### src/rtl/capture_ctrl.sv
// rtl/capture_ctrl.sv - circular-buffer capture with level/edge trigger and 512-sample readout
module capture_ctrl #(
    parameter int DEPTH = 512,
    parameter int AW    = 9
) (
    input  logic          rclk,
    input  logic          rst,
    input  logic [7:0]    adc_data,
    input  logic          smpl_en,
    input  logic          arm,
    input  logic [7:0]    trig_lvl,
    input  logic          trig_edge,
    input  logic [AW-1:0] trig_pos,
    input  logic          dump_req,
    input  logic          dump_rdy,
    output logic          ram_en,
    output logic          ram_we,
    output logic [AW-1:0] ram_addr,
    output logic [7:0]    ram_wdata,
    input  logic [7:0]    ram_rdata,
    output logic [7:0]    dump_data,
    output logic          dump_vld,
    output logic          capture_done,
    output logic          busy,
    output logic [AW-1:0] trig_addr
);

    typedef enum logic [2:0] {
        IDLE,
        FILL,
        ARMED,
        POST,
        DONE,
        DRD,
        DOUT
    } state_t;

    localparam logic [AW-1:0] LAST = AW'(DEPTH - 1);

    state_t        state;
    logic [AW-1:0] wr_ptr;
    logic [AW-1:0] rd_ptr;
    logic [AW-1:0] rd_cnt;
    logic [AW-1:0] fill;
    logic [AW-1:0] post_cnt;
    logic [7:0]    prev;
    logic          prev_vld;

    logic          capturing;
    logic          arm_ok;
    logic          wr_stb;
    logic          trig_hit;

    // An arm in the same cycle as a strobe restarts the buffer, so that sample is dropped
    assign capturing = (state == FILL) || (state == ARMED) || (state == POST);
    assign arm_ok    = arm && (state != DRD) && (state != DOUT);
    assign wr_stb    = capturing && smpl_en && !arm;
    assign dump_data = ram_rdata;

    // Crossing detector between the previous and current sample
    always_comb begin
        trig_hit = 1'b0;
        if (prev_vld) begin
            if (trig_edge)
                trig_hit = (prev < trig_lvl) && (adc_data >= trig_lvl);
            else
                trig_hit = (prev > trig_lvl) && (adc_data <= trig_lvl);
        end
    end

    // RAM port: sample writes during capture, single read issue in DRD, idle otherwise
    always_comb begin
        ram_en    = 1'b0;
        ram_we    = 1'b0;
        ram_addr  = '0;
        ram_wdata = '0;
        if (wr_stb) begin
            ram_en    = 1'b1;
            ram_we    = 1'b1;
            ram_addr  = wr_ptr;
            ram_wdata = adc_data;
        end else if (state == DRD) begin
            ram_en   = 1'b1;
            ram_addr = rd_ptr;
        end
    end

    // Capture/dump sequencer with registered status outputs
    always_ff @(posedge rclk) begin
        if (rst) begin
            state        <= IDLE;
            wr_ptr       <= '0;
            rd_ptr       <= '0;
            rd_cnt       <= '0;
            fill         <= '0;
            post_cnt     <= '0;
            prev         <= '0;
            prev_vld     <= 1'b0;
            trig_addr    <= '0;
            capture_done <= 1'b0;
            busy         <= 1'b0;
            dump_vld     <= 1'b0;
        end else if (arm_ok) begin
            state        <= FILL;
            wr_ptr       <= '0;
            fill         <= '0;
            prev_vld     <= 1'b0;
            capture_done <= 1'b0;
            busy         <= 1'b1;
            dump_vld     <= 1'b0;
        end else begin
            if (capturing && smpl_en) begin
                wr_ptr   <= wr_ptr + 1'b1;
                prev     <= adc_data;
                prev_vld <= 1'b1;
                if (fill != LAST)
                    fill <= fill + 1'b1;
            end
            case (state)
                FILL: begin
                    // Enough history so the post-trigger window fits in the buffer
                    if (fill >= LAST - trig_pos)
                        state <= ARMED;
                end
                ARMED: begin
                    if (smpl_en && trig_hit) begin
                        trig_addr <= wr_ptr;
                        post_cnt  <= trig_pos;
                        if (trig_pos == '0) begin
                            state        <= DONE;
                            capture_done <= 1'b1;
                            busy         <= 1'b0;
                        end else begin
                            state <= POST;
                        end
                    end
                end
                POST: begin
                    if (smpl_en) begin
                        post_cnt <= post_cnt - 1'b1;
                        if (post_cnt == AW'(1)) begin
                            state        <= DONE;
                            capture_done <= 1'b1;
                            busy         <= 1'b0;
                        end
                    end
                end
                DONE: begin
                    // wr_ptr already points one past the last write, i.e. the oldest sample
                    if (dump_req) begin
                        rd_ptr <= wr_ptr;
                        rd_cnt <= '0;
                        state  <= DRD;
                        busy   <= 1'b1;
                    end
                end
                DRD: begin
                    state    <= DOUT;
                    dump_vld <= 1'b1;
                end
                DOUT: begin
                    if (dump_rdy) begin
                        rd_ptr   <= rd_ptr + 1'b1;
                        rd_cnt   <= rd_cnt + 1'b1;
                        dump_vld <= 1'b0;
                        if (rd_cnt == LAST) begin
                            state <= DONE;
                            busy  <= 1'b0;
                        end else begin
                            state <= DRD;
                        end
                    end
                end
                default: ;
            endcase
        end
    end

endmodule
### config.mk
export PLATFORM = sky130hd
export DESIGN_NAME = capture_ctrl
export DESIGN_NICKNAME = d
export VERILOG_FILES = /design/src/rtl/capture_ctrl.sv
export SDC_FILE = /design/constraint.sdc
export NUM_CORES = 1
export LEC_CHECK = 0
export ABC_AREA = 1
export BUFFER_PORTS_ARGS = -buffer_cell sky130_fd_sc_hd__buf_2
export CORE_MARGIN = 2
export CORE_UTILIZATION = 53
export CTS_BUF_LIST = sky130_fd_sc_hd__clkbuf_8
export DETAILED_ROUTE_END_ITERATION = 12
export PLACE_DENSITY_LB_ADDON = 0.1
export SLEW_MARGIN = 15
export SYNTH_ARGS = -nofsm -noshare
export SYNTH_HDL_FRONTEND = slang
export SYNTH_SLANG_ARGS = --single-unit
### constraint.sdc
create_clock -name rclk -period 1.85 [get_ports rclk]
set_input_delay 0.185 -clock rclk [delete_from_list [all_inputs] [get_ports rclk]]
set_output_delay 0.185 -clock rclk [all_outputs]
set_load 0.1 [all_outputs]
# Word level (Yosys, flattened, before mapping)
# Cells that the tools add are included.
# word_totals
regBits	69
input_bits	40
out_inout_bits	39
word_cells	122
# classes
addsub	6
order_cmp	5
n_eq_ne	26
mux	43
bitwise_logic	1
reduce_logical	28
# op_table
operator	n
$mux W9	8
$pmux W9 S2	3
$add A9 B1 Y9 const B	4
$mux W3	7
$mux W1	20
$ne A3 B3 Y1 const B	6
$pmux W3 S6	1
$reduce_and A7 Y1	2
$ne A3 B2 Y1 const B	4
$eq A3 B3 Y1 const B	3
$eq A9 B1 Y1 const B	1
$eq A9 B9 Y1 const B	1
$ge A9 B9 Y1	1
$logic_not A9 Y1	1
$ne A9 B9 Y1 const B	1
$sub A9 B1 Y9 const B	1
$sub A9 B9 Y9 const A	1
$ge A8 B8 Y1	1
$gt A8 B8 Y1	1
$le A8 B8 Y1	1
$lt A8 B8 Y1	1
$mux W8	1
$ne A2 B1 Y1 const B	4
$reduce_and A4 Y1	2
18 further kinds	33

# Depth between registers and ports, before layout
# Gate-level depths: netlist of run 1.
# depth
depth_word	8
depth_mapped	19
depth_no_buf	18

# Worst setup path before layout of run 1
# Ideal clock, no wire load.
# synth_timing
path_kind	register to output
startpoint	register state[0]
endpoint	output port ram_addr[0]
arrival_time_ps	3237
t_required_ps	1665
path_slack_ps	-1572
stages_incl_launch_ff	7
path_buffers	0
path_cell_list	dfxtp_1 nor2_1 nor2_2 nand2_4 nor2_2 inv_2 o21ai_0
# synth_via
elab_chain_cells	6
elab_cells_between_ends	10
cone_classes	eq/ne: 4; mux: 2; reduce/logical: 4
# synth_rtl
element	line	source
start, declared	40	state_t state;
start signal, assigned	91	state <= IDLE;
start signal, assigned	104	state <= FILL;
start signal, assigned	123	state <= ARMED;
$eq A3 B1 Y1 or $eq A3 B2 Y1 (tied branches)	55	assign capturing = (state == FILL) || (state == ARMED) || (state == POST);
$logic_or A1 B1 Y1 (2 in a row)	55	
$logic_and A1 B1 Y1 (2 in a row)	57	assign wr_stb = capturing && smpl_en && !arm;
$mux W9 *	77	if (wr_stb) begin
end, declared	18	output logic [AW-1:0] ram_addr,
# Every way passes the cells marked *; elsewhere a longest branch is shown, timed or not.

# Final worst setup path of run 1
# layout_timing
startpoint	register prev[1]
endpoint	register post_cnt[0]
# layout_via
elab_chain_cells	7
elab_cells_between_ends	9
cone_classes	order compare: 2; eq/ne: 1; mux: 2; reduce/logical: 4
# layout_rtl
element	line	source
start, declared	46	logic [7:0] prev;
start signal, assigned	114	prev <= adc_data;
$gt A8 B8 Y1 or $lt A8 B8 Y1 (tied branches)	67, 65	
$logic_and A1 B1 Y1, on equally long branches	67, 65	
$mux W1 *	64	if (trig_edge)
$mux W1 *	63	if (prev_vld) begin
$logic_and A1 B1 Y1 *	126	if (smpl_en && trig_hit) begin
$ne A2 B1 Y1 (no source line) *	--	
$reduce_and A4 Y1 (no source line) *	--	
end signal, assigned	128	post_cnt <= trig_pos;
end signal, assigned	140	post_cnt <= post_cnt - 1'b1;
end, declared	45	logic [AW-1:0] post_cnt;
# Marked as above.
# A chain may end at the register's enable or synchronous reset.

==> tab_implementation.tex, run 1 <==
\begin{tabular}{lr}
\hline
Metric & Value \\
\hline
\multicolumn{2}{l}{\textbf{Synthesis}} \\
\quad Synthesized-area fraction occupied by ao, oa, aoi and oai cells & approximately 16\% \\
\quad Syn nets & 717 \\
\quad Fraction of the yosys area taken by sequential cells & 30.6\% \\
\quad Gate count after technology mapping & roughly 640 \\
\quad Adder-Cell Fraction of Synth Area & a little under a tenth \\
\quad Fraction of synthesis flops using an asynchronous set or reset pin & 0\% \\
\quad Synth Flop Type & sky130\_fd\_sc\_hd\_\_dfxtp\_1 \\
\quad Ranking of synthesized cells by area & sky130\_fd\_sc\_hd\_\_dfxtp\_1 (31\%), sky130\_fd\_sc\_hd\_\_nand2\_1 (12\%), sky130\_fd\_sc\_hd\_\_ha\_1 (9.1\%), sky130\_fd\_sc\_hd\_\_inv\_1 (7.4\%), sky130\_fd\_sc\_hd\_\_a21oi\_1 (6.1\%) \\
\quad Post-synthesis average cell area & $\sim$7.0 um\^{}2 \\
\quad Unique cell type count in the Yosys netlist & 55 \\
\quad Share of the synthesized area in the top cell type & a little under a third \\
\quad Simple-gate share of the synthesized area & 31.1\% \\
\quad EDFF count, synth & 0 \\
\quad Main combinational cell family by area after synthesis & simple AND/OR/NAND/NOR gates \\
\quad Cell type contributing the most total cell area after synthesis & sky130\_fd\_sc\_hd\_\_dfxtp\_1 \\
\quad Portion of netlist area occupied by mux cells & 0\% \\
\quad Combined area of all synthesized cells & approximately 4500 um\^{}2 \\
\quad Xor/xnor share of the synthesized area & 2.13\% \\
\quad Synthesis warning total & 0 \\
\quad Flip-flop and latch count after synthesis & between 60 and 70 \\
\multicolumn{2}{l}{\textbf{Setup path}} \\
\quad Crit path cell chain & ha\_4, nand2\_2, nand2\_1, nand2\_1, nand2\_1, a21oi\_2, nor2\_1, nand2\_1, nand2\_2, nand2\_4, nand2\_8, buf\_4, nand4\_1, nand2\_1, nor2\_1 \\
\quad Largest fanout on the critical path & 6 \\
\quad Worst path most repeated cell & sky130\_fd\_sc\_hd\_\_nand2\_1 \\
\quad Critical path endpoint category & register \\
\quad CP Launch Point & prev[1]\$\_SDFFE\_PP0P\_ \\
\quad Arrival time reported for the critical path endpoint & $\sim$2.2 ns \\
\quad Crit-path slowest cell & sky130\_fd\_sc\_hd\_\_dfxtp\_2 \\
\quad Flop2flop setup slack & -0.1 ns \\
\quad Logic depth of the worst register-to-register path & 15 \\
\quad Peak per-stage delay on the critical path & about 0.34 ns \\
\quad Capture point of the critical path & post\_cnt[0]\$\_SDFFE\_PP0P\_ \\
\quad Reg-to-Reg End & post\_cnt[0]\$\_SDFFE\_PP0P\_ \\
\quad Critical path depth in cells & 15 \\
\quad Worst reg2reg startpoint & prev[1]\$\_SDFFE\_PP0P\_ \\
\quad WP buf/inv & 1 \\
\quad Family of cells with the greatest summed delay on the critical path & simple AND/OR/NAND/NOR gates \\
\quad Setup crit start kind & register \\
\quad Critical path class & register to register \\
\quad Data required time at the worst endpoint & 2.10 ns \\
\multicolumn{2}{l}{\textbf{STA}} \\
\quad Endpoints failing hold & 0 \\
\quad Remaining max-slew budget at the tightest pin & about three fifths \\
\quad Actual transition at the worst max-transition pin & slightly above 0.6 ns \\
\quad Minimum clock period after layout & a little under 2 ns \\
\quad Maximum clock frequency & $\sim$510 MHz \\
\quad Share of the clock period used by the worst path & 105\% \\
\quad Worst path setup slack after routing & -0.0987 ns \\
\quad Setup repair after global routing missed its margin & yes \\
\quad Accumulated negative setup slack & -1.19 ns \\
\quad Number of slew-limit violations in the final report & 0 \\
\quad Number of endpoints failing setup at the final stage & 33 \\
\quad Worst clock skew on the final layout & between 0.01 and 0.015 ns \\
\multicolumn{2}{l}{\textbf{Routing}} \\
\quad Detailed-route wire length & 12.7 mm \\
\quad 1st-iter DRT viols & $\sim$240 \\
\quad Via count & 4,649 \\
\quad Final antenna-violating net count & 0 \\
\quad Wire per inst & 14.9 um \\
\quad Number of detailed-route iterations in the first pass & 5 \\
\quad Number of remaining DRC errors & 0 \\
\quad Detailed-route vias per instance & between 5 and 6 \\
\multicolumn{2}{l}{\textbf{Final layout}} \\
\quad Final core utilization & 76.2\% \\
\quad Layout cells sized above 1 & a little over a third \\
\quad Antenna diode count & 0 \\
\quad Signed area change from the synthesized netlist to the final layout & 39.4\% \\
\quad Area occupied by multi-input gates & about 3200 um\^{}2 \\
\quad Area occupied by registers & approximately 1400 um\^{}2 \\
\quad Number of nets in the layout & 820 \\
\quad Fill cell count & 608 \\
\multicolumn{2}{l}{\textbf{GRT}} \\
\quad Via count of the first global-routing pass & roughly 4,400 \\
\quad Global-route usage over all layers & 27.5\% \\
\quad Pin count of the biggest net entering global routing & 28 \\
\quad Remaining global-route overflow & 0 \\
\quad Global-route wire length before repair & $\sim$20 mm \\
\quad Number of antenna violations at the first check in global routing & 0 \\
\multicolumn{2}{l}{\textbf{Power and ir drop}} \\
\quad Power density normalized to cell area & 854 nW/um\^{}2 \\
\quad Peak VDD IR & 0.547 mV \\
\quad Total design power & roughly 5.4 mW \\
\quad Leakage power of the design & 3.01 nW \\
\multicolumn{2}{l}{\textbf{Status}} \\
\quad Violations in the final reports & negative setup slack \\
\quad Status & finished with violations \\
\multicolumn{2}{l}{\textbf{Placement}} \\
\quad HPWL after DPL & between 8 and 9 mm \\
\quad Setup WS pre-CTS & -0.114 ns \\
\quad RePlAce Congestion & $\sim$0.8 \\
\quad Total of buffers placed on input and output ports & 62 \\
\multicolumn{2}{l}{\textbf{Clock network}} \\
\quad CTS root buf & sky130\_fd\_sc\_hd\_\_clkbuf\_8 \\
\quad Number of hold buffers added after cts & 0 \\
\quad Clock edge transition at the registers on the reported setup and hold paths & 0.08 ns \\
\quad H-tree levels & 3 \\
\quad Number of sinks handled by clock tree synthesis & between 60 and 70 \\
\quad Clock network latency to the later pin of the worst-skew pair & around 0.36 ns \\
\quad Clock tree from TritonCTS & done \\
\quad Clock Tree Buf Depth & 2 \\
\quad Number of CTS-inserted buffers & 9 \\
\multicolumn{2}{l}{\textbf{Floorplanning}} \\
\quad Starting density of the core & $\sim$55\% \\
\quad Vert. Die Dim & approximately 96 um \\
\quad Core box area & around 8300 um\^{}2 \\
\quad Number of primary I/O pins & approximately 80 \\
\quad Die boundary width & between 90 and 100 um \\
\quad Rows & 33 \\
\quad Area enclosed by the die boundary & $\sim$9300 um\^{}2 \\
\multicolumn{2}{l}{\textbf{Hold path}} \\
\quad Worst hold path class & input pin to register \\
\quad Worst Hold Launch & adc\_data[1] \\
\multicolumn{2}{l}{\textbf{Job}} \\
\quad Max-cap violation count & 0 \\
\hline
\end{tabular}
-- report_power, final --
| part | internal (mW) | switching, mW | total (mW) |
|---|---|---|---|
| Combinational | 0.939 | 1.60 | 2.54 |
| Clock | 0.491 | 0.662 | 1.15 |
| Sequential | 1.60 | 0.0794 | 1.68 |
-- cells in the final DEF (no fill, tap or decap), types with 3 or more instances in the layout --
cell type	Yosys	final
sky130_fd_sc_hd__nand4_1	7	7
sky130_fd_sc_hd__o21ai_1	2	5
sky130_fd_sc_hd__buf_6	2	7
sky130_fd_sc_hd__a31oi_1	3	3
sky130_fd_sc_hd__inv_1	89	78
sky130_fd_sc_hd__xor2_1	10	10
sky130_fd_sc_hd__dfxtp_4	0	3
sky130_fd_sc_hd__nand3_1	22	19
sky130_fd_sc_hd__a21oi_2	1	3
sky130_fd_sc_hd__dfxtp_2	0	15
sky130_fd_sc_hd__nand2_4	7	25
sky130_fd_sc_hd__o22ai_1	4	4
sky130_fd_sc_hd__inv_4	4	7
sky130_fd_sc_hd__nor2_2	6	11
sky130_fd_sc_hd__o21ai_4	0	6
sky130_fd_sc_hd__nor2_4	6	10
sky130_fd_sc_hd__clkinv_2	1	3
sky130_fd_sc_hd__nor3_1	5	4
sky130_fd_sc_hd__nand2_1	145	111
sky130_fd_sc_hd__buf_2	5	43
sky130_fd_sc_hd__ha_1	33	20
sky130_fd_sc_hd__ha_2	0	4
sky130_fd_sc_hd__clkinvlp_4	0	4
sky130_fd_sc_hd__a21oi_1	55	53
sky130_fd_sc_hd__buf_12	0	21
sky130_fd_sc_hd__o21a_1	4	4
sky130_fd_sc_hd__inv_2	3	10
sky130_fd_sc_hd__clkbuf_8	0	9
sky130_fd_sc_hd__buf_4	9	36
sky130_fd_sc_hd__o21ai_0	37	28
sky130_fd_sc_hd__nand3_2	2	3
sky130_fd_sc_hd__dfxtp_1	69	51
sky130_fd_sc_hd__nor2_1	73	64
sky130_fd_sc_hd__nand3_4	1	5
sky130_fd_sc_hd__a211oi_2	2	3
sky130_fd_sc_hd__ha_4	0	9
sky130_fd_sc_hd__nand2_2	3	18
-- cell families (layout without fill, tap and decap cells) --
kind of cell / Yosys count / in the layout
AND/OR/NAND/NOR: 292 / 294
XOR/XNOR: 11 / 11
flip-flops: 69 / 69
buffers and inverters: 117 / 223
AO/OA/AOI/OAI: 122 / 122
adder cells (fa/ha/maj): 33 / 33
-- how the worst min path moves through the flow --
stage | cells after the start | endpoint | slack (ns)
after global placement | 0 | dump_data[2] | 0.37
after floorplan | 1 | prev[5]$_SDFFE_PP0P_ | 0.25
final | 3 | prev[1]$_SDFFE_PP0P_ | 0.11
after CTS | 3 | prev[1]$_SDFFE_PP0P_ | 0.11
after detailed placement | 0 | dump_data[2] | 0.37
after global routing | 3 | prev[1]$_SDFFE_PP0P_ | 0.11
-- layer usage --
| layer | track usage [%] | vias to the layer above | wire length [um] |
|---|---|---|---|
| li1 | - | 2294 | - |
| met1 | 33.3 | 2168 | 5300 |
| met2 | 48.9 | 156 | 6450 |
| met3 | 4.78 | 31 | 677 |
| met4 | 9.39 | 0 | 299 |
| met5 | 0 | - | 0 |
-- sequential cells by signal (all words and copies together) (netlist names) --
signal        flops
trig_addr         9
rd_ptr            9
fill              9
wr_ptr            9
dump_vld          1
busy              1
prev              8
state             3
rd_cnt            9
prev_vld          1
capture_done      1
post_cnt          9
-- synthesized netlist by cell type (2+ instances only) --
master / number
sky130_fd_sc_hd__a31oi_1: 3
sky130_fd_sc_hd__o21a_1: 4
sky130_fd_sc_hd__nand2_4: 7
sky130_fd_sc_hd__xor2_1: 10
sky130_fd_sc_hd__inv_4: 4
sky130_fd_sc_hd__inv_1: 89
sky130_fd_sc_hd__a211oi_1: 3
sky130_fd_sc_hd__nor2_1: 73
sky130_fd_sc_hd__o22ai_1: 4
sky130_fd_sc_hd__nand3_2: 2
sky130_fd_sc_hd__nor3_1: 5
sky130_fd_sc_hd__buf_2: 5
sky130_fd_sc_hd__ha_1: 33
sky130_fd_sc_hd__nor2_4: 6
sky130_fd_sc_hd__nand2_1: 145
sky130_fd_sc_hd__nand3_1: 22
sky130_fd_sc_hd__o21ai_0: 37
sky130_fd_sc_hd__buf_4: 9
sky130_fd_sc_hd__nand3b_1: 2
sky130_fd_sc_hd__nand2_2: 3
sky130_fd_sc_hd__nor2_8: 2
sky130_fd_sc_hd__o21ai_1: 2
sky130_fd_sc_hd__dfxtp_1: 69
sky130_fd_sc_hd__buf_6: 2
sky130_fd_sc_hd__nand4_1: 7
sky130_fd_sc_hd__inv_2: 3
sky130_fd_sc_hd__nor4_1: 3
sky130_fd_sc_hd__clkbuf_1: 3
sky130_fd_sc_hd__a21oi_1: 55
sky130_fd_sc_hd__a211oi_2: 2
sky130_fd_sc_hd__nor2_2: 6
-- cell type report --
type | instances | area share (%)
Clock buffer | 9 | 1.97
Clock inverter | 7 | 0.795
Inverter | 98 | 6.20
Multi-Input combinational cell | 460 | 50.2
Sequential cell | 69 | 22.4
Tap cell | 105 | 2.09
Timing Repair Buffer | 109 | 16.3
-- worst reg2reg max path, cell delays in order (launching register included) --
cell                      delay (ns)
sky130_fd_sc_hd__dfxtp_2        0.34
sky130_fd_sc_hd__ha_4           0.27
sky130_fd_sc_hd__nand2_2        0.05
sky130_fd_sc_hd__nand2_1        0.07
sky130_fd_sc_hd__nand2_1        0.05
sky130_fd_sc_hd__nand2_1        0.07
sky130_fd_sc_hd__a21oi_2        0.07
sky130_fd_sc_hd__nor2_1         0.16
sky130_fd_sc_hd__nand2_1        0.11
sky130_fd_sc_hd__nand2_2        0.13
sky130_fd_sc_hd__nand2_4        0.10
sky130_fd_sc_hd__nand2_8        0.11
sky130_fd_sc_hd__buf_4          0.11
sky130_fd_sc_hd__nand4_1        0.08
sky130_fd_sc_hd__nand2_1        0.10
sky130_fd_sc_hd__nor2_1         0.04
-- through the flow --
stage / instances / hold WS, ns / area (um^2)
floorplan: 644 / 0.254 / 4630
CTS: 851 / 0.107 / 6010
global route: 857 / 0.113 / 6290
detailed placement: 821 / 0.371 / 5450
finish: 857 / 0.111 / 6290
global placement: 821 / 0.371 / 5450
-- timing repair --
action	in CTS	in global routing
gates cloned	4	1
gates resized for setup	65	73
pin swaps	12	25
setup buffers	10	7
setup endpoints to repair	39	49
Note: power is estimated with default switching activity, not from simulation.
==> inputs of run 2 (changes only) <==
ABC_AREA = default   (was 1)
==> tab_implementation.tex, run 2 <==
\begin{tabular}{lr}
\hline
Metric & Value \\
\hline
\multicolumn{2}{l}{\textbf{Clock network}} \\
\quad Number of CTS-inserted buffers & 9 \\
\quad Clock tree from TritonCTS & done \\
\quad CTS root buf & sky130\_fd\_sc\_hd\_\_clkbuf\_8 \\
\quad Number of hold buffers added after cts & 0 \\
\quad Number of sinks handled by clock tree synthesis & 69 \\
\quad Clock edge transition at the registers on the reported setup and hold paths & around 0.080 ns \\
\quad Clock Tree Buf Depth & 2 \\
\quad Clock network latency to the later pin of the worst-skew pair & about 0.37 ns \\
\quad H-tree levels & 3 \\
\multicolumn{2}{l}{\textbf{Final layout}} \\
\quad Leading cell type in the layout, fill and taps excluded & sky130\_fd\_sc\_hd\_\_buf\_4 \\
\quad Antenna diode count & 0 \\
\quad Number of nets in the layout & around 770 \\
\quad Signed area change from the synthesized netlist to the final layout & 47.9\% \\
\quad Count of placed standard cells in the final layout, fillers left out & roughly 800 \\
\quad Final core utilization & between 80\% and 90\% \\
\quad Area of all placed cells without fillers & around 6600 um\^{}2 \\
\quad Top library cells by usage in the layout, fill and taps aside & sky130\_fd\_sc\_hd\_\_buf\_4 (91), sky130\_fd\_sc\_hd\_\_dfxtp\_1 (65), sky130\_fd\_sc\_hd\_\_nor2\_1 (56), sky130\_fd\_sc\_hd\_\_nand2\_1 (47), sky130\_fd\_sc\_hd\_\_buf\_2 (45) \\
\quad Layout cells sized above 1 & between 40\% and 50\% \\
\multicolumn{2}{l}{\textbf{Synthesis}} \\
\quad Fraction of synthesis flops using an asynchronous set or reset pin & 0\% \\
\quad Synth Flop Type & sky130\_fd\_sc\_hd\_\_dfxtp\_1 \\
\quad Cell type contributing the most total cell area after synthesis & sky130\_fd\_sc\_hd\_\_dfxtp\_1 \\
\quad Unique cell type count in the Yosys netlist & 71 \\
\quad Fraction of the yosys area taken by sequential cells & 31.0\% \\
\quad Ranking of synthesized cells by area & sky130\_fd\_sc\_hd\_\_dfxtp\_1 (31\%), sky130\_fd\_sc\_hd\_\_ha\_1 (9.3\%), sky130\_fd\_sc\_hd\_\_a21oi\_1 (5.2\%), sky130\_fd\_sc\_hd\_\_nand2\_1 (5.0\%), sky130\_fd\_sc\_hd\_\_nor2\_1 (4.8\%) \\
\quad Gate count after technology mapping & 546 \\
\quad Syn nets & between 600 and 700 \\
\quad Post-synthesis average cell area & 8.15 um\^{}2 \\
\quad Combined area of all synthesized cells & $\sim$4400 um\^{}2 \\
\quad EDFF count, synth & 0 \\
\quad Share of the synthesized area in the top cell type & a little under a third \\
\quad Synthesis warning total & 0 \\
\quad Most used standard cell by instance count after synthesis & sky130\_fd\_sc\_hd\_\_dfxtp\_1 \\
\quad Synth top cells by count & sky130\_fd\_sc\_hd\_\_dfxtp\_1 (69), sky130\_fd\_sc\_hd\_\_nand2\_1 (59), sky130\_fd\_sc\_hd\_\_nor2\_1 (57) \\
\quad Flip-flop and latch count after synthesis & $\sim$70 \\
\multicolumn{2}{l}{\textbf{STA}} \\
\quad Accumulated negative setup slack & -14.15 ns \\
\quad Setup repair after global routing missed its margin & yes \\
\quad Share of the clock period used by the worst path & 126\% \\
\quad Number of slew-limit violations in the final report & 0 \\
\quad Worst path setup slack after routing & -0.476 ns \\
\quad Worst clock skew on the final layout & about 0.012 ns \\
\quad Remaining max-slew budget at the tightest pin & around two thirds \\
\quad Endpoints failing hold & 0 \\
\quad Minimum clock period after layout & 2.33 ns \\
\quad Actual transition at the worst max-transition pin & 0.489 ns \\
\quad Maximum clock frequency & between 400 and 500 MHz \\
\quad Number of endpoints failing setup at the final stage & 48 \\
\quad Worst hold slack & roughly 0.11 ns \\
\multicolumn{2}{l}{\textbf{Power and ir drop}} \\
\quad Leakage power of the design & approximately 2.8 nW \\
\quad Power density normalized to cell area & around 550 nW/um\^{}2 \\
\quad Total design power & between 3 and 4 mW \\
\quad Peak VDD IR & around 0.51 mV \\
\multicolumn{2}{l}{\textbf{Status}} \\
\quad Status & finished with violations \\
\quad Violations in the final reports & negative setup slack \\
\multicolumn{2}{l}{\textbf{GRT}} \\
\quad Number of antenna violations at the first check in global routing & 0 \\
\quad Global-route wire length before repair & around 23 mm \\
\quad Via count of the first global-routing pass & $\sim$4,800 \\
\quad Remaining global-route overflow & 0 \\
\quad Global-route usage over all layers & a little under a third \\
\quad Pin count of the biggest net entering global routing & 22 \\
\multicolumn{2}{l}{\textbf{Placement}} \\
\quad RePlAce Congestion & 0.907 \\
\quad Number of instances in the placed design & around 760 \\
\quad Area after detailed placement & 5680 um\^{}2 \\
\quad Setup WS pre-CTS & -0.481 ns \\
\quad Total of buffers placed on input and output ports & just over 60 \\
\quad HPWL after DPL & $\sim$9 mm \\
\multicolumn{2}{l}{\textbf{Routing}} \\
\quad Via count & around 4,900 \\
\quad Detailed-route wire length & 15.1 mm \\
\quad Number of remaining DRC errors & 0 \\
\quad Number of detailed-route iterations in the first pass & 5 \\
\quad 1st-iter DRT viols & just over 400 \\
\quad Detailed-route vias per instance & 6.14 \\
\quad Wire per inst & roughly 19 um \\
\quad Final antenna-violating net count & 0 \\
\multicolumn{2}{l}{\textbf{Floorplanning}} \\
\quad Core box area & 8180 um\^{}2 \\
\quad Starting density of the core & 54.4\% \\
\quad Rows & 33 \\
\quad Die boundary width & roughly 96 um \\
\quad Area enclosed by the die boundary & 9140 um\^{}2 \\
\quad Number of primary I/O pins & 79 \\
\quad Vert. Die Dim & approximately 96 um \\
\multicolumn{2}{l}{\textbf{Setup path}} \\
\quad Setup crit start kind & register \\
\quad Critical path endpoint category & register \\
\quad Critical path class & register to register \\
\quad Logic depth of the worst register-to-register path & 8 \\
\quad Arrival time reported for the critical path endpoint & $\sim$2.6 ns \\
\quad Largest fanout on the critical path & 4 \\
\quad Data required time at the worst endpoint & $\sim$2.1 ns \\
\multicolumn{2}{l}{\textbf{Job}} \\
\quad Max-cap violation count & 0 \\
\multicolumn{2}{l}{\textbf{Hold path}} \\
\quad Worst hold path class & input pin to register \\
\quad Hold Path Cell Cnt & 3 \\
\hline
\end{tabular}
-- run 2: worst max-delay path: stages, from the launching register on --
cell                       delay, ns
sky130_fd_sc_hd__dfxtp_2        0.37
sky130_fd_sc_hd__ha_4           0.20
sky130_fd_sc_hd__nor2b_4        0.12
sky130_fd_sc_hd__o211ai_1       0.24
sky130_fd_sc_hd__a21oi_2        0.12
sky130_fd_sc_hd__or3_4          0.42
sky130_fd_sc_hd__a22o_4         0.27
sky130_fd_sc_hd__o21ai_4        0.18
sky130_fd_sc_hd__mux2_4         0.31
-- run 2: power by group --
group / total [mW] / leakage [nW] / switching [mW] / internal (mW)
clock network: 1.32 / 0.104 / 0.662 / 0.657
logic: 0.808 / 2.14 / 0.465 / 0.343
registers: 1.52 / 0.559 / 0.0169 / 1.50
-- run 2: area by class of cell --
type	count	area, um^2
fill	523	1590
timing repair inverter	2	46.3
timing repair buffer	175	1540
inverter	29	150
clock inverter	6	63.8
clock buffer	10	138
multi-input combinational	408	3120
sequential	69	1390
tap	105	131
-- run 2: final timing paths --
check	start	end	slack, ns
max	prev[1]$_SDFFE_PP0P_	post_cnt[1]$_SDFFE_PP0P_	-0.48
min	adc_data[4]	prev[4]$_SDFFE_PP0P_	0.11
min reg2reg	prev[4]$_SDFFE_PP0P_	prev[4]$_SDFFE_PP0P_	0.47
max reg2reg	prev[1]$_SDFFE_PP0P_	post_cnt[1]$_SDFFE_PP0P_	-0.48
-- run 2: what timing repair did --
action                                  in CTS  in global routing
buffers inserted                            17                  9
endpoints found under the setup margin      51                 63
cloned                                       5                  1
pin swaps                                   20                 23
gates resized for setup                     68                 44
-- run 2: kinds of logic (layout without fill, tap and decap cells) --
kind of cell / count (synthesis) / count (layout) / synth area share, %
muxes: 7 / 7 / 1.66
adders and majority gates: 33 / 33 / 9.28
AOI/OAI and AO/OA: 142 / 142 / 22.1
and+or+nand+nor: 206 / 206 / 23.2
buffers and inverters: 69 / 222 / 8.72
DFF: 69 / 69 / 31.0
xor gates and xnor gates: 20 / 20 / 3.94
-- run 2: layer usage --
metal | GRT usage, % | vias to the layer above | part of all wire [%]
li1 | - | 2269 | -
met1 | 36.8 | 2362 | 39
met2 | 55.7 | 238 | 51
met3 | 5.53 | 64 | 6.9
met4 | 13.2 | 0 | 3.1
met5 | 0 | - | 0
==> inputs of run 3 (changes only) <==
==> constraint.sdc (replaced) <==
create_clock -name rclk -period 1.85 [get_ports rclk]
set_input_delay 0.2775 -clock rclk [delete_from_list [all_inputs] [get_ports rclk]]
set_output_delay 0.2775 -clock rclk [all_outputs]
set_load 0.1 [all_outputs]
==> tab_implementation.tex, run 3 (synthesized netlist as in run 2, its figures left out) <==
\begin{tabular}{lr}
\hline
Metric & Value \\
\hline
\multicolumn{2}{l}{\textbf{Final layout}} \\
\quad Number of nets in the layout & approximately 780 \\
\quad Area of all placed cells without fillers & slightly below 7000 um\^{}2 \\
\quad Top library cells by usage in the layout, fill and taps aside & sky130\_fd\_sc\_hd\_\_buf\_4 (97), sky130\_fd\_sc\_hd\_\_dfxtp\_1 (63), sky130\_fd\_sc\_hd\_\_nor2\_1 (55), sky130\_fd\_sc\_hd\_\_nand2\_1 (44), sky130\_fd\_sc\_hd\_\_a21oi\_1 (44) \\
\quad Antenna diode count & 0 \\
\quad Signed area change from the synthesized netlist to the final layout & 51.2\% \\
\quad Fill cell count & approximately 500 \\
\quad Count of placed standard cells in the final layout, fillers left out & slightly above 800 \\
\quad Layout cells sized above 1 & between 40\% and 50\% \\
\quad Leading cell type in the layout, fill and taps excluded & sky130\_fd\_sc\_hd\_\_buf\_4 \\
\quad Final core utilization & between 80\% and 90\% \\
\multicolumn{2}{l}{\textbf{GRT}} \\
\quad Global-route wire length before repair & 22.9 mm \\
\quad Pin count of the biggest net entering global routing & 20 \\
\quad Remaining global-route overflow & 0 \\
\quad Via count of the first global-routing pass & around 4,700 \\
\quad Number of antenna violations at the first check in global routing & 0 \\
\quad Global-route usage over all layers & between 30\% and 40\% \\
\multicolumn{2}{l}{\textbf{Setup path}} \\
\quad Largest fanout on the critical path & 4 \\
\quad Critical path endpoint category & register \\
\quad Critical path class & register to register \\
\quad Crit path cell chain & ha\_4, nor2b\_4, o211ai\_1, a21oi\_2, or3\_4, buf\_4, nand2\_2, a41oi\_4, buf\_4, mux2i\_1 \\
\quad WP buf/inv & 2 \\
\quad Peak per-stage delay on the critical path & 0.41 ns \\
\quad Flop2flop setup slack & -0.40 ns \\
\quad Setup crit start kind & register \\
\quad Reg-to-Reg End & state[1]\$\_SDFFE\_PP0P\_ \\
\quad Crit-path slowest cell & sky130\_fd\_sc\_hd\_\_or3\_4 \\
\quad Data required time at the worst endpoint & 2.12 ns \\
\quad Family of cells with the greatest summed delay on the critical path & simple AND/OR/NAND/NOR gates \\
\quad Worst reg2reg startpoint & prev[1]\$\_SDFFE\_PP0P\_ \\
\quad Arrival time reported for the critical path endpoint & $\sim$2.5 ns \\
\quad Logic depth of the worst register-to-register path & 10 \\
\quad Worst path most repeated cell & sky130\_fd\_sc\_hd\_\_buf\_4 \\
\multicolumn{2}{l}{\textbf{Routing}} \\
\quad Detailed-route vias per instance & 6.15 \\
\quad Detailed-route wire length & 15.3 mm \\
\quad Number of remaining DRC errors & 0 \\
\quad Number of detailed-route iterations in the first pass & 8 \\
\quad Via count & 4,994 \\
\quad Final antenna-violating net count & 0 \\
\quad 1st-iter DRT viols & a little over 500 \\
\quad Wire per inst & approximately 19 um \\
\multicolumn{2}{l}{\textbf{Hold path}} \\
\quad Hold Path Cell Cnt & 4 \\
\quad End of the worst hold path & post\_cnt[0]\$\_SDFFE\_PP0P\_ \\
\quad Worst hold path class & input pin to register \\
\quad Worst Hold Launch & trig\_pos[0] \\
\multicolumn{2}{l}{\textbf{Floorplanning}} \\
\quad Vert. Die Dim & around 96 um \\
\quad Number of primary I/O pins & 79 \\
\quad Area enclosed by the die boundary & 9140 um\^{}2 \\
\quad Starting density of the core & a little over half \\
\quad Rows & 33 \\
\quad Core box area & about 8200 um\^{}2 \\
\quad Die boundary width & 95.6 um \\
\multicolumn{2}{l}{\textbf{Placement}} \\
\quad Number of instances in the placed design & about 770 \\
\quad RePlAce Congestion & 0.954 \\
\quad Setup WS pre-CTS & -0.499 ns \\
\quad Total of buffers placed on input and output ports & 62 \\
\quad Area after detailed placement & around 5900 um\^{}2 \\
\quad HPWL after DPL & roughly 9.6 mm \\
\multicolumn{2}{l}{\textbf{Clock network}} \\
\quad Number of CTS-inserted buffers & 9 \\
\quad Number of hold buffers added after cts & 0 \\
\quad Clock tree from TritonCTS & done \\
\quad H-tree levels & 3 \\
\quad Clock edge transition at the registers on the reported setup and hold paths & about 0.09 ns \\
\quad Clock network latency to the later pin of the worst-skew pair & approximately 0.37 ns \\
\quad CTS root buf & sky130\_fd\_sc\_hd\_\_clkbuf\_8 \\
\quad Number of sinks handled by clock tree synthesis & slightly below 70 \\
\quad Clock Tree Buf Depth & 2 \\
\multicolumn{2}{l}{\textbf{STA}} \\
\quad Maximum clock frequency & between 400 and 500 MHz \\
\quad Number of slew-limit violations in the final report & 0 \\
\quad Worst clock skew on the final layout & around 0.011 ns \\
\quad Worst path setup slack after routing & -0.400 ns \\
\quad Minimum clock period after layout & around 2.2 ns \\
\quad Setup repair after global routing missed its margin & yes \\
\quad Actual transition at the worst max-transition pin & 0.532 ns \\
\quad Remaining max-slew budget at the tightest pin & 64.4\% \\
\quad Number of endpoints failing setup at the final stage & 51 \\
\quad Share of the clock period used by the worst path & 122\% \\
\quad Endpoints failing hold & 0 \\
\multicolumn{2}{l}{\textbf{Job}} \\
\quad Max-cap violation count & 0 \\
\multicolumn{2}{l}{\textbf{Power and ir drop}} \\
\quad Total design power & between 3 and 4 mW \\
\quad Power density normalized to cell area & 568 nW/um\^{}2 \\
\quad Peak VDD IR & about 0.57 mV \\
\quad Leakage power of the design & between 2 and 3 nW \\
\multicolumn{2}{l}{\textbf{Status}} \\
\quad Violations in the final reports & negative setup slack \\
\quad Status & finished with violations \\
\hline
\end{tabular}
[run 3: cell types whose count changed in the layout (fill, tap and decap cells not counted), moves of 3 or more]
cell / previous run / this run
sky130_fd_sc_hd__buf_4: 91 / 97
sky130_fd_sc_hd__inv_1: 20 / 17
sky130_fd_sc_hd__a21oi_1: 41 / 44
sky130_fd_sc_hd__nand2_4: 10 / 7
sky130_fd_sc_hd__inv_6: 0 / 3
sky130_fd_sc_hd__a21oi_2: 5 / 2
sky130_fd_sc_hd__nand2_1: 47 / 44
sky130_fd_sc_hd__nand2_2: 0 / 5
sky130_fd_sc_hd__dfxtp_2: 1 / 4
[run 3: worst max-delay path by stage]
| stage | cells after the start | endpoint | start |
|---|---|---|---|
| 5_1_grt | 10 | state[1]$_SDFFE_PP0P_ | prev[1]$_SDFFE_PP0P_ |
| 6_report | 10 | state[1]$_SDFFE_PP0P_ | prev[1]$_SDFFE_PP0P_ |
| 3_5_place_dp | 11 | post_cnt[6]$_SDFFE_PP0P_ | trig_lvl[6] |
| 4_1_cts | 8 | post_cnt[1]$_SDFFE_PP0P_ | prev[1]$_SDFFE_PP0P_ |
| 2_1_floorplan | 8 | post_cnt[1]$_SDFFE_PP0P_ | prev[1]$_SDFFE_PP0P_ |
| 3_3_place_gp | 10 | post_cnt[1]$_SDFFE_PP0P_ | trig_lvl[1] |
[run 3: worst register-to-register path, stage by stage, from the launching register on]
cell	delay, ns
sky130_fd_sc_hd__dfxtp_2	0.37
sky130_fd_sc_hd__ha_4	0.21
sky130_fd_sc_hd__nor2b_4	0.12
sky130_fd_sc_hd__o211ai_1	0.18
sky130_fd_sc_hd__a21oi_2	0.12
sky130_fd_sc_hd__or3_4	0.41
sky130_fd_sc_hd__buf_4	0.15
sky130_fd_sc_hd__nand2_2	0.08
sky130_fd_sc_hd__a41oi_4	0.15
sky130_fd_sc_hd__buf_4	0.18
sky130_fd_sc_hd__mux2i_1	0.20
[run 3: through the flow]
stage	TNS (ns)	hold slack, ns
finish	-12.49	0.286
global route	-15.76	0.289
CTS	-10.66	0.199
detailed placement	-10.81	0.455
global placement	-9.01	0.448
floorplan	-5.11	0.422
[run 3: metal layers]
metal	GRT usage [%]	part of all wire (%)	vias up
met4	12.5	3.8	0
met2	56.7	49	252
met1	39.2	40	2386
met5	0	0	-
li1	-	-	2290
met3	5.85	6.9	66
[run 3: final cells by class]
type,instances,area (um^2),share of cell area [%]
multi-input cells,408,3150,46.9
well taps,105,131,1.95
repair buffers,185,1670,24.9
clock buffers,9,124,1.84
inverters,29,148,2.20
flip-flops and latches,69,1390,20.7
clock inverters,7,104,1.54
[run 3: timing repair]
item	CTS	global route
resized for setup	37	56
setup endpoints to repair	53	59
setup buffers	19	7
pin swaps	27	26
gates cloned	2	1
hold endpoints to repair	0	0
[run 3: power by group]
group	switching (mW)	internal [mW]	total, mW
Combinational	0.474	0.360	0.834
Sequential	0.0159	1.50	1.52
Clock	0.691	0.778	1.47
Total	1.18	2.64	3.82
